--- src/rtl/qduc_pkg.sv ---
// Shared types and default constants for the quadrature upconverter sample feed.
package qduc_pkg;

    typedef enum logic [1:0] {
        IDLE  = 2'd0,
        PRIME = 2'd1,
        RUN   = 2'd2,
        DRAIN = 2'd3
    } qduc_state_t;

    localparam int QDUC_ISZ           = 16;
    localparam int QDUC_RATIO_W       = 8;
    localparam int QDUC_DEF_RATIO_M1  = 255;
    localparam int QDUC_FLUSH_STROBES = 8;
    localparam int QDUC_UCNT_W        = 16;

endpackage

--- src/rtl/qduc_strobe_gen.sv ---
// Loadable down-counter: stb is high when running and the count has reached
// zero, at which point the count reloads with the period-minus-one value.
module qduc_strobe_gen #(
    parameter int RATIO_W = 8
) (
    input  logic               clk,
    input  logic               reset,
    input  logic               run,
    input  logic [RATIO_W-1:0] ratio,
    output logic               stb
);

    logic [RATIO_W-1:0] cnt_reg;

    assign stb = run && (cnt_reg == '0);

    // Count parks at zero while not running so the first strobe after
    // entering RUN fires on the very first running cycle.
    always_ff @(posedge clk) begin
        if (reset || !run) begin
            cnt_reg <= '0;
        end else if (stb) begin
            cnt_reg <= ratio;
        end else begin
            cnt_reg <= cnt_reg - RATIO_W'(1);
        end
    end

endmodule

--- src/rtl/qduc_feed_ctrl.sv ---
// Sample feed sequencer for the quadrature upconverter: holds one host I/Q
// sample and hands it to the CIC interpolators once per interpolation period,
// with priming, zero-flush on stop and underrun accounting.
module qduc_feed_ctrl
    import qduc_pkg::*;
#(
    parameter int ISZ           = QDUC_ISZ,
    parameter int RATIO_W       = QDUC_RATIO_W,
    parameter int FLUSH_STROBES = QDUC_FLUSH_STROBES,
    parameter int UCNT_W        = QDUC_UCNT_W
) (
    input  logic               clk,
    input  logic               reset,
    input  logic               enable,
    input  logic [RATIO_W-1:0] ratio_m1,
    input  logic               s_valid,
    output logic               s_ready,
    input  logic [ISZ-1:0]     s_i,
    input  logic [ISZ-1:0]     s_q,
    output logic               cic_stb,
    output logic [ISZ-1:0]     cic_i,
    output logic [ISZ-1:0]     cic_q,
    output logic               active,
    output logic               underrun,
    output logic [UCNT_W-1:0]  underrun_cnt,
    input  logic               underrun_clr
);

    localparam int FW = $clog2(FLUSH_STROBES + 1);

    qduc_state_t        state_reg;
    logic               pending_reg;
    logic [ISZ-1:0]     held_i_reg, held_q_reg;
    logic [ISZ-1:0]     cic_i_reg, cic_q_reg;
    logic               cic_stb_reg;
    logic [RATIO_W-1:0] ratio_q_reg;
    logic [FW-1:0]      flush_cnt_reg;
    logic               underrun_reg;
    logic [UCNT_W-1:0]  ucnt_reg;

    logic run;
    logic stb_now;
    logic accept;
    logic underrun_evt;

    assign run = (state_reg == RUN) || (state_reg == DRAIN);

    qduc_strobe_gen #(
        .RATIO_W (RATIO_W)
    ) u_strobe_gen (
        .clk   (clk),
        .reset (reset),
        .run   (run),
        .ratio (ratio_q_reg),
        .stb   (stb_now)
    );

    // Ready while priming, or in RUN when the holding slot is free or is being
    // emptied by this cycle's strobe (lets ratio 1 sustain a sample per clock).
    // Gated by enable so a sample is never swallowed on the way out.
    always_comb begin
        s_ready = 1'b0;
        if (state_reg == PRIME) begin
            s_ready = enable;
        end else if (state_reg == RUN) begin
            s_ready = enable && (!pending_reg || stb_now);
        end
    end

    assign accept       = s_valid && s_ready;
    assign underrun_evt = stb_now && (state_reg == RUN) && !pending_reg;

    assign cic_stb      = cic_stb_reg;
    assign cic_i        = cic_i_reg;
    assign cic_q        = cic_q_reg;
    assign active       = (state_reg != IDLE);
    assign underrun     = underrun_reg;
    assign underrun_cnt = ucnt_reg;

    // Underrun flag and saturating counter; a fresh underrun beats a clear.
    always_ff @(posedge clk) begin
        if (reset) begin
            underrun_reg <= 1'b0;
            ucnt_reg     <= '0;
        end else if (underrun_evt) begin
            underrun_reg <= 1'b1;
            if (underrun_clr) begin
                ucnt_reg <= UCNT_W'(1);
            end else if (ucnt_reg != '1) begin
                ucnt_reg <= ucnt_reg + UCNT_W'(1);
            end
        end else if (underrun_clr) begin
            underrun_reg <= 1'b0;
            ucnt_reg     <= '0;
        end
    end

    // Main sequencer: state, holding slot and registered CIC outputs.
    always_ff @(posedge clk) begin
        if (reset) begin
            state_reg     <= IDLE;
            pending_reg   <= 1'b0;
            held_i_reg    <= '0;
            held_q_reg    <= '0;
            cic_i_reg     <= '0;
            cic_q_reg     <= '0;
            cic_stb_reg   <= 1'b0;
            ratio_q_reg   <= '0;
            flush_cnt_reg <= '0;
        end else begin
            cic_stb_reg <= stb_now;
            case (state_reg)
                IDLE: begin
                    pending_reg   <= 1'b0;
                    flush_cnt_reg <= '0;
                    if (enable) begin
                        ratio_q_reg <= ratio_m1;
                        state_reg   <= PRIME;
                    end
                end
                PRIME: begin
                    if (!enable) begin
                        state_reg <= IDLE;
                    end else if (accept) begin
                        held_i_reg  <= s_i;
                        held_q_reg  <= s_q;
                        pending_reg <= 1'b1;
                        state_reg   <= RUN;
                    end
                end
                RUN: begin
                    if (stb_now) begin
                        cic_i_reg <= pending_reg ? held_i_reg : '0;
                        cic_q_reg <= pending_reg ? held_q_reg : '0;
                    end
                    if (!enable) begin
                        pending_reg   <= 1'b0;
                        flush_cnt_reg <= '0;
                        state_reg     <= DRAIN;
                    end else if (accept) begin
                        held_i_reg  <= s_i;
                        held_q_reg  <= s_q;
                        pending_reg <= 1'b1;
                    end else if (stb_now) begin
                        pending_reg <= 1'b0;
                    end
                end
                DRAIN: begin
                    if (stb_now) begin
                        cic_i_reg <= '0;
                        cic_q_reg <= '0;
                        if (flush_cnt_reg == FW'(FLUSH_STROBES - 1)) begin
                            flush_cnt_reg <= '0;
                            pending_reg   <= 1'b0;
                            state_reg     <= IDLE;
                        end else begin
                            flush_cnt_reg <= flush_cnt_reg + FW'(1);
                        end
                    end
                end
                default: state_reg <= IDLE;
            endcase
        end
    end

endmodule

--- config.mk ---
export PLATFORM = sky130hd
export DESIGN_NAME = qduc_feed_ctrl
export DESIGN_NICKNAME = d
export VERILOG_FILES = /design/src/rtl/qduc_pkg.sv /design/src/rtl/qduc_strobe_gen.sv /design/src/rtl/qduc_feed_ctrl.sv
export SDC_FILE = /design/constraint.sdc
export NUM_CORES = 1
export LEC_CHECK = 0
export BUFFER_PORTS_ARGS = -buffer_cell sky130_fd_sc_hd__buf_2
export CAP_MARGIN = 20
export CORE_MARGIN = 2
export CORE_UTILIZATION = 51
export CTS_BUF_LIST = sky130_fd_sc_hd__clkbuf_4
export CTS_CLUSTER_DIAMETER = 150
export DETAILED_ROUTE_END_ITERATION = 6
export PLACE_DENSITY = 0.79
export SLEW_MARGIN = 20
export SYNTH_ARGS = -nofsm -noshare
export SYNTH_HDL_FRONTEND = slang
export SYNTH_SLANG_ARGS = --single-unit
--- constraint.sdc ---
create_clock -name clk -period 2 [get_ports clk]
set_input_delay 0 -clock clk [delete_from_list [all_inputs] [get_ports clk]]
set_output_delay 0 -clock clk [all_outputs]
set_load 0.02 [all_outputs]
; Word-level counts from Yosys, hierarchy flattened
; Cells that the tools add are included.
[op_classes]
add_sub_neg = 3
n_eq_ne = 14
muxes = 35
n_reduce_logical = 25
[ops]
columns = cell, n
row1 = 2-to-1 mux 16 bit, 9
row2 = one-hot mux 16 bit (2 select lines), 2
row3 = "adder 16 x 1 -> 16 bit, second input constant", 1
row4 = "inequality test 16 bit, second input constant", 1
row5 = 2-to-1 mux 2 bit, 6
row6 = 2-to-1 mux 4 bit, 3
row7 = "inequality test 2 bit, second input constant", 6
row8 = one-hot mux 4 bit (3 select lines), 1
row9 = 2-to-1 mux 1 bit, 11
row10 = AND reduction 5 bit, 2
row11 = AND reduction 3 bit, 3
row12 = logical NOT 8 bit, 1
row13 = 2-to-1 mux 8 bit, 1
row14 = one-hot mux 2 bit (4 select lines), 1
row15 = nonzero test 2 bit, 4
row16 = "subtractor 8 x 1 -> 8 bit, second input constant", 1
row17 = logical AND 1 bit, 5
row18 = "adder 4 x 1 -> 4 bit, second input constant", 1
row19 = "== test 2 bit, second input constant", 2
row20 = "== test 4 x 3 -> 1 bit, second input constant", 1
row21 = "inequality test 4 bit, second input constant", 1
row22 = one-hot mux 1 bit (4 select lines), 1
row23 = AND reduction 2 bit, 2
row24 = logical OR 1 bit, 3
row25 = 7 further kinds, 8
[totals]
ff_bits = 105
input_bits = 45
output_inout_bits = 52
word_cells = 89

; Depth between registers and ports, before layout
; Gate-level depths: netlist of run 1.
[logic_depth]
ltp_word = 11
ltp_mapped = 9

; By module
; From an unflattened synthesis of run 1, not the netlist that was laid out.
[unflattened]
hier_cells = 546
hier_area_um2 = 4436.8
[by_module_without_submodules]
columns = mod, n_inst, cells_per_inst, area_per_inst_um2, seq_area_each_um2
row1 = qduc_feed_ctrl, 1, 498, 3988.8, 1941.9
row2 = qduc_strobe_gen, 1, 48, 447.9, 160.2

; Least setup slack after synthesis of run 1
; OpenSTA, ideal clock, no wires.
[synth_timing]
path_kind = reg-to-reg
from = register state_reg[0]
to = register ucnt_reg[10] (netlist: underrun_cnt[10])
setup_time_ns = 0.070
t_arrival_ns = 2.113
setup_slack_ns = -0.183
path_stages_with_launch = 10
n_path_buf = 2
period_less_slack_ns = 2.183
cell_sequence = dfxtp_1 > inv_1 > ha_1 > clkbuf_1 > nor3b_1 > a41oi_1 > buf_2 > a21o_1 > or4_1 > a21oi_1
[synth_via]
elab_chain_len = 7
word_cells_on_any_way = 9
classes_between = eq/ne (2) / mux (1) / reduce/logical (6)
[synth_rtl]
columns = element, line_no
row1 = from (decl), qduc_feed_ctrl.sv:31  ; qduc_state_t state_reg;
row2 = from (signal assigned), qduc_feed_ctrl.sv:101  ; state_reg <= IDLE;
row3 = from (signal assigned), qduc_feed_ctrl.sv:118  ; state_reg <= PRIME;
row4 = from (signal assigned), qduc_feed_ctrl.sv:123  ; state_reg <= IDLE;
row5 = "== test 2 bit, on equally long branches", "qduc_feed_ctrl.sv:46, qduc_feed_ctrl.sv:71"
row6 = logical OR 1 bit, qduc_feed_ctrl.sv:46  ; assign run = (state_reg == RUN) || (state_reg == DRAIN);
row7 = logical AND 1 bit, qduc_strobe_gen.sv:15  ; assign stb = run && (cnt_reg == '0);
row8 = logical AND 1 bit (*) (2 in a row), qduc_feed_ctrl.sv:71  ; assign underrun_evt = stb_now && (state_reg == RUN) && !pending_reg;
row9 = nonzero test 2 bit (no source line), --
row10 = AND reduction 2 bit (no source line), --
row11 = to (signal assigned), qduc_feed_ctrl.sv:90  ; ucnt_reg <= ucnt_reg + UCNT_W'(1);
row12 = to (decl), qduc_feed_ctrl.sv:39  ; logic [UCNT_W-1:0] ucnt_reg;
; Mark *: on every way between the ends. The rest lies on a longest branch, timed or not.
; A chain may end at the register's enable or synchronous reset.

; Final worst setup path of run 1
[layout_timing]
from = register u_strobe_gen.cnt_reg[3]
to = register flush_cnt_reg[2]
[layout_via]
elab_chain_len = 4
[layout_rtl]
columns = element, line_no
row1 = from (decl), qduc_strobe_gen.sv:13  ; logic [RATIO_W-1:0] cnt_reg;
row2 = from (signal assigned), qduc_strobe_gen.sv:23  ; cnt_reg <= ratio;
row3 = from (signal assigned), qduc_strobe_gen.sv:25  ; cnt_reg <= cnt_reg - RATIO_W'(1);
row4 = logical NOT 8 bit, qduc_strobe_gen.sv:15
row5 = logical AND 1 bit, qduc_strobe_gen.sv:15
row6 = inequality test 2 bit (no source line), --
row7 = AND reduction 3 bit (no source line), --
row8 = to (signal assigned), qduc_feed_ctrl.sv:157  ; flush_cnt_reg <= flush_cnt_reg + FW'(1);
row9 = to (decl), qduc_feed_ctrl.sv:37  ; logic [FW-1:0] flush_cnt_reg;
; Every way passes these cells.

==> reports/results.txt, run 1 <==
total gr overflow = 0
Final Hold Viols = 0
Warnings, synthesis = 0
DIE HEIGHT = 96.84 um
Worst R2R Start = u_strobe_gen.cnt_reg[3]$_SDFF_PP0_
Overall Power = 3.652 mW
Initial Utilization = 52.96%
gpl congestion = 0.8920
Num CTS Buffers = 9
area growth from synthesis to layout = 41.65%
synthesized cell area = 4395 um^2
DRT iter0 DRCs = 316
CTS tree = built
vias in the first global route = 4,389
antenna violations before repair = 1
Mapped Cells = 548
Max Clk Rate = 0.4492 GHz
final setup vio count = 39
# DRC = 0
syn_area_per_cell = 8.021 um^2
die width = 96.84 um
Hold Path Class = in -> reg
violated checks = setup timing
clock skew = 24.95 ps
Worst setup EP type = flip-flop
Post-Layout Cell Count = 830
Placed Instances = 755
max-slew violation count = 0
Seq/Total Area, Yosys = 47.82%
peak supply drop = 0.4466 mV
largest net degree at the start of global routing = 61
WP data arrival = 2620 ps
nets = 773
post-layout util = 75.02%
Core ar. = 8299 um^2
period utilization = 111.3%
FF-to-FF End = flush_cnt_reg[2]$_SDFFE_PP0P_
Detailed Route WL = 13.23 mm
Clk pin slew, worst setup/hold paths = 160 ps
die area = 9377 um^2
WL/cell = 15.94 um
#FFs+latches synth = 105
Buffers on Ports = 96
GRT met2 Usage = 44.76%
met3 usage = 4.624%
Tmin final = 2226 ps
vias per cell = 5.600
global routing usage on met1 = 32.58%
Layout fillers = 604
io pins = 97
hold depth = 4
max cap viols = 0
Tightest Pin Transition = 716.6 ps
Clock Sinks = 105
row count = 33
slew margin rel. = 52.13%
CP max FO = 8
RSZ-0062 raised after global routing = true
Cell Pwr Density = 586.5 nW/um^2
worst r2r path cells = 5
status = finished with violations
CP Class = reg -> reg
busiest layer in global routing = met2
Clk Latency, worst-skew pair = 480 ps
DRT Pass-1 Iters = 7
leakage power = 2.410 nW
hold path start = enable
Final WS setup = -226.3 ps
gr usage total = 26.14%
first-pass GRT wire length = 20.62 mm
Worst Hold Slack = 47.20 ps
proportion of layout cells with a drive suffix above 1 = 29.28%
H-tree depth = 3
Root Driver = clkbuf_4
post-synthesis net count = 602
vias = 4,648
Final ANT Viol Nets = 0
Critical Path RT = 2400 ps
CTS Buffer Depth = 2
HPWL after DPL = 7.404 mm
Critical Path Start Type = flip-flop
register-to-register setup slack = -230 ps
Yosys cell types = 46
Place WS = -115.7 ps
-- power by group --
part | switching [mW] | total (mW) | leakage (nW) | internal (mW)
clock network | 0.789 | 1.08 | 0.0745 | 0.289
registers | 0.0174 | 2.14 | 0.849 | 2.12
logic | 0.228 | 0.436 | 1.49 | 0.208
total | 1.03 | 3.65 | 2.41 | 2.62
-- synthesized netlist by cell type, drive strengths merged --
cell type / instances / area share [%]
o41ai: 2 / 0.40
inv: 12 / 1.0
a32oi: 1 / 0.20
o311ai: 1 / 0.20
a2111oi: 2 / 0.40
mux2: 1 / 0.26
a311oi: 4 / 0.80
a211oi: 12 / 2.0
ha: 9 / 2.6
or2: 2 / 0.28
xor2: 1 / 0.20
a221oi: 1 / 0.34
o21ai: 9 / 1.0
a22oi: 2 / 0.34
o31a: 1 / 0.20
o21a: 2 / 0.34
or4: 4 / 0.85
a21o: 1 / 0.17
nand4b: 1 / 0.20
xnor2: 13 / 2.6
nand2b: 5 / 0.71
and4: 3 / 0.60
clkbuf: 32 / 2.7
nor4bb: 1 / 0.23
nor2b: 4 / 0.57
a41oi: 1 / 0.20
or4b: 1 / 0.23
and3: 2 / 0.28
nor2: 32 / 2.7
nand4: 2 / 0.28
buf: 6 / 0.80
dfxtp: 105 / 48
nor4: 7 / 1.1
nand2: 120 / 10
a31oi: 4 / 0.57
nor3: 2 / 0.23
a21oi: 84 / 9.6
o31ai: 2 / 0.34
or3: 1 / 0.14
nand3: 51 / 5.8
nor3b: 2 / 0.34
-- routing by layer --
metal  share of wire, %  vias up
li1                   -     2232
met1                 41     2173
met2                 50      209
met3                6.2       34
met4                2.5        0
met5                  0        -
-- metrics by stage --
step / TNS [ps] / area, um^2
6_report: -3290 / 6226
4_1_cts: -3504 / 5969
5_1_grt: -5308 / 6226
3_3_place_gp: 0 / 5250
2_1_floorplan: -864.3 / 4419
3_5_place_dp: -650.2 / 5250
-- timing repair --
item | in CTS | in global routing
hold buffers | 50 | 0
setup endpoints to repair | 13 | 89
gates cloned | 0 | 3
pin swaps | 5 | 4
endpoints found under the hold margin | 50 | 0
buffers inserted | 2 | 3
gates resized for setup | 16 | 36
-- placed cells by master (no fill, tap or decap), drive strengths merged, types with 3 or more instances in the layout --
| cell | count |
|---|---|
| a21oi | 84 |
| clkbuf | 11 |
| a311oi | 4 |
| xnor2 | 13 |
| a211oi | 12 |
| nand3 | 51 |
| inv | 15 |
| clkinv | 4 |
| ha | 9 |
| nor4 | 7 |
| dfxtp | 105 |
| and4 | 3 |
| nand2b | 5 |
| buf | 146 |
| o21ai | 9 |
| or4 | 4 |
| nor2 | 32 |
| dlygate4sd3 | 50 |
| a31oi | 4 |
| nor2b | 4 |
| nand2 | 120 |
-- cells by family (layout without fill, tap and decap cells) --
group                    Yosys count  count (layout)  share of synthesized area (%)
XOR/XNOR                          14              14                          2.790
buffers and inverters             50             226                          4.554
multiplexers                       1               1                         0.2562
AND/OR/NAND/NOR                  240             240                          24.88
flip-flops                       105             105                          47.82
AO/OA/AOI/OAI                    129             129                          17.14
adder cells (fa/ha/maj)            9               9                          2.562
other                              0               1                              0
-- area by class of cell --
class	count	area, um^2	area share (%)
Multi-Input combinational cell	393	2336	37.52
Antenna cell	1	2.502	0.04019
Inverter	12	45.04	0.7235
Clock buffer	9	67.56	1.085
Timing Repair Buffer	198	1465	23.53
Tap cell	105	131.4	2.110
Sequential cell	105	2107	33.84
Clock inverter	7	71.32	1.145
-- critical path: stages, from the launching register on --
cell and delay [ps]:
dfxtp_1 370, or4_4 520, or4_4 450, buf_4 210, or4_1 480, a21oi_1 130
-- how the worst max path moves through the flow --
stage | startpoint | end | slack [ps] | cells after the start
2_1_floorplan | u_strobe_gen.cnt_reg[5]$_SDFF_PP0_ | flush_cnt_reg[2]$_SDFFE_PP0P_ | -60 | 5
3_3_place_gp | u_strobe_gen.cnt_reg[5]$_SDFF_PP0_ | flush_cnt_reg[1]$_SDFFE_PP0P_ | 10 | 6
3_5_place_dp | state_reg[0]$_SDFFE_PP0P_ | underrun_cnt[9]$_SDFFE_PP0P_ | -120 | 8
4_1_cts | u_strobe_gen.cnt_reg[2]$_SDFF_PP0_ | s_ready | -240 | 6
5_1_grt | u_strobe_gen.cnt_reg[2]$_SDFF_PP0_ | s_ready | -280 | 6
6_report | u_strobe_gen.cnt_reg[3]$_SDFF_PP0_ | flush_cnt_reg[2]$_SDFFE_PP0P_ | -230 | 5
(Power assumes the default switching activity.)
==> run 2, diff against run 1 <==
--- a/config.mk
+++ b/config.mk
@@ -8,11 +8,10 @@
 export BUFFER_PORTS_ARGS = -buffer_cell sky130_fd_sc_hd__buf_2
 export CAP_MARGIN = 20
 export CORE_MARGIN = 2
-export CORE_UTILIZATION = 51
+export CORE_UTILIZATION = 30
 export CTS_BUF_LIST = sky130_fd_sc_hd__clkbuf_4
 export CTS_CLUSTER_DIAMETER = 150
 export DETAILED_ROUTE_END_ITERATION = 6
-export PLACE_DENSITY = 0.79
 export SLEW_MARGIN = 20
 export SYNTH_ARGS = -nofsm -noshare
 export SYNTH_HDL_FRONTEND = slang
==> run 2 against run 1 <==
  * The flow still finishes with violations (setup timing)
  * Maximum frequency grew 1.2%
  * Cell count grew 10%
  * Sequential cell count is the same
  * Non-clock buffer count grew 7
  * Count of clock-buffer cells in the layout is the same
  * Die area grew 67%
  * Design area grew 2.8%
  * Global-route usage shrank 9.9 points
  * Combinational power is essentially flat
  * Sequential power is essentially flat
  * Largest cell class unchanged
  * Highest routed layer unchanged
==> reports/results.txt, run 2 (same netlist as run 1, synthesis figures left out) <==
status = finished with violations
violated checks = setup timing
slew margin rel. = 59.29% (+7.2 points)
hold depth = 5 (+1)
Buffers on Ports = 96 (unchanged)
Cell Pwr Density = 565.5 nW/um^2 (-3.6%)
Worst setup EP type = primary output
post-route cell area = 6401 um^2 (+2.8%)
Final WS setup = -200.9 ps (+25.36 ps)
HPWL after DPL = 8.297 mm (+12%)
Critical Path RT = 2000 ps (-400 ps)
DR WL met2 = 6.895 mm (+3.6%)
CTS tree = built
CP max FO = 2 (-6)
die width = 125.0 um (+29%)
gr usage total = 16.28% (-9.9 points)
row count = 44 (+33%)
period utilization = 110.0% (-1.3 points)
wire length on met1 = 5.982 mm (+10%)
Core ar. = 14,420 um^2 (+74%)
FF-to-FF End = flush_cnt_reg[2]$_SDFFE_PP0P_
hold path start = enable
DIE HEIGHT = 125.0 um (+29%)
Root Driver = clkbuf_4
first-pass GRT wire length = 21.14 mm (+2.5%)
Max Clk Rate = 0.4544 GHz (+1.2%)
register-to-register setup slack = -170 ps (+60 ps)
max-slew violation count = 0 (unchanged)
gpl congestion = 0.8055 (-9.7%)
Worst Hold Slack = 141.6 ps (+94.37 ps)
Overall Power = 3.620 mW (-0.87%)
RSZ-0062 raised after global routing = true
# DRC = 0 (unchanged)
vias in the first global route = 4,535 (+3.3%)
Clk Latency, worst-skew pair = 480 ps (about the same)
Worst R2R Start = u_strobe_gen.cnt_reg[3]$_SDFF_PP0_
clock skew = 21.84 ps (-3.106 ps)
Final ANT Viol Nets = 0 (unchanged)
most frequent cells in the layout = nand2_1 (119), dfxtp_1 (101), buf_2 (95)
vias per cell = 5.054 (-9.8%)
WL/cell = 15.10 um (-5.3%)
max cap viols = 0 (unchanged)
peak supply drop = 0.3159 mV (-29%)
H-tree depth = 3 (unchanged)
area of the multi-input gates = 2315 um^2 (-0.91%)
top routing layer used = met4
largest net degree at the start of global routing = 59 (-3.3%)
Detailed Route WL = 13.80 mm (+4.3%)
leakage power = 2.473 nW (+2.6%)
antenna violations before repair = 0 (-1)
io pins = 97 (unchanged)
final setup vio count = 18 (-54%)
die area = 15,640 um^2 (+67%)
Hold Path Class = in -> reg
Clock Sinks = 105 (unchanged)
Tightest Pin Transition = 610.6 ps (-106.0 ps)
Critical Path Start Type = flip-flop
total gr overflow = 0 (unchanged)
DRT Pass-1 Iters = 4 (-3)
Post-Layout Cell Count = 914 (+10%)
Clk pin slew, worst setup/hold paths = 160 ps (about the same)
CP Class = reg -> out
Final Hold Viols = 0 (unchanged)
routed length on met3 = 618 um (-25%)
register area = 2107 um^2 (unchanged)
Initial Utilization = 30.47% (-22 points)
WP data arrival = 2200 ps (-420 ps)
dpl cell area = 5391 um^2 (+2.7%)
proportion of layout cells with a drive suffix above 1 = 29.04% (-0.24 points)
ant diodes = 0 (-1)
Tmin final = 2201 ps (-25.36 ps)
Placed Instances = 838 (+11%)
nets = 780 (+0.91%)
area growth from synthesis to layout = 45.63%
Num CTS Buffers = 9 (unchanged)
worst r2r path cells = 5 (unchanged)
Layout fillers = 1,406 (+130%)
vias = 4,619 (-0.62%)
Worst Hold End = state_reg[0]$_SDFFE_PP0P_
CTS Buffer Depth = 2 (unchanged)
commonest non-fill, non-tap cell in the layout = nand2_1
DRT iter0 DRCs = 263 (-17%)
run 2: critical path, cell delays in order, from the launching register on:
cell and delay [ps]:
dfxtp_2 360, or4_4 510, or4_4 430, nand2_2 100, a21oi_2 50, nor2b_1 120, buf_4 160
run 2: cell type report:
cell class / count / area share, %
clock buffer: 9 / 1.056
clock inverter: 6 / 0.7819
inverter: 12 / 0.7037
multi-input combinational: 393 / 36.16
sequential: 105 / 32.92
tap: 184 / 3.597
timing repair buffer: 205 / 24.78
run 2: routing by layer:
metal	vias to the layer above	global-route usage, %
li1	2249	-
met1	2215	19.02
met2	131	29.03
met3	24	3.338
met4	0	6.667
met5	-	0
run 2: timing repair:
action	in CTS	in global routing
hold buffers	52	0
buffers inserted	2	1
resized for setup	13	36
cloned	0	6
endpoints found under the setup margin	8	90
endpoints found under the hold margin	52	0
pin swaps	4	17
run 2: metrics by stage:
stage                     setup slack, ps  util [%]  TNS [ps]
after floorplan                    -59.04         -    -864.3
after CTS                          -318.9     42.25     -1975
after detailed placement           -42.37     37.38    -149.3
final                              -200.9     44.38    -998.2
after global routing               -292.5     44.38     -3756
after global placement             -4.670     37.38    -4.670
run 2: how the worst max path moves through the flow:
stage                                       start                             to  cells past startpoint
6_report       u_strobe_gen.cnt_reg[3]$_SDFF_PP0_                        s_ready                      6
5_1_grt        u_strobe_gen.cnt_reg[3]$_SDFF_PP0_                        s_ready                      6
3_3_place_gp   u_strobe_gen.cnt_reg[5]$_SDFF_PP0_  flush_cnt_reg[2]$_SDFFE_PP0P_                      4
3_5_place_dp            state_reg[0]$_SDFFE_PP0P_  flush_cnt_reg[3]$_SDFFE_PP0P_                      7
4_1_cts        u_strobe_gen.cnt_reg[3]$_SDFF_PP0_                        s_ready                      6
2_1_floorplan  u_strobe_gen.cnt_reg[5]$_SDFF_PP0_  flush_cnt_reg[2]$_SDFFE_PP0P_                      5
run 2: report_power, final:
part           leakage, nW  internal [mW]  switching [mW]
combinational         1.56          0.216           0.221
clock               0.0657          0.358           0.689
sequential           0.849           2.12          0.0176
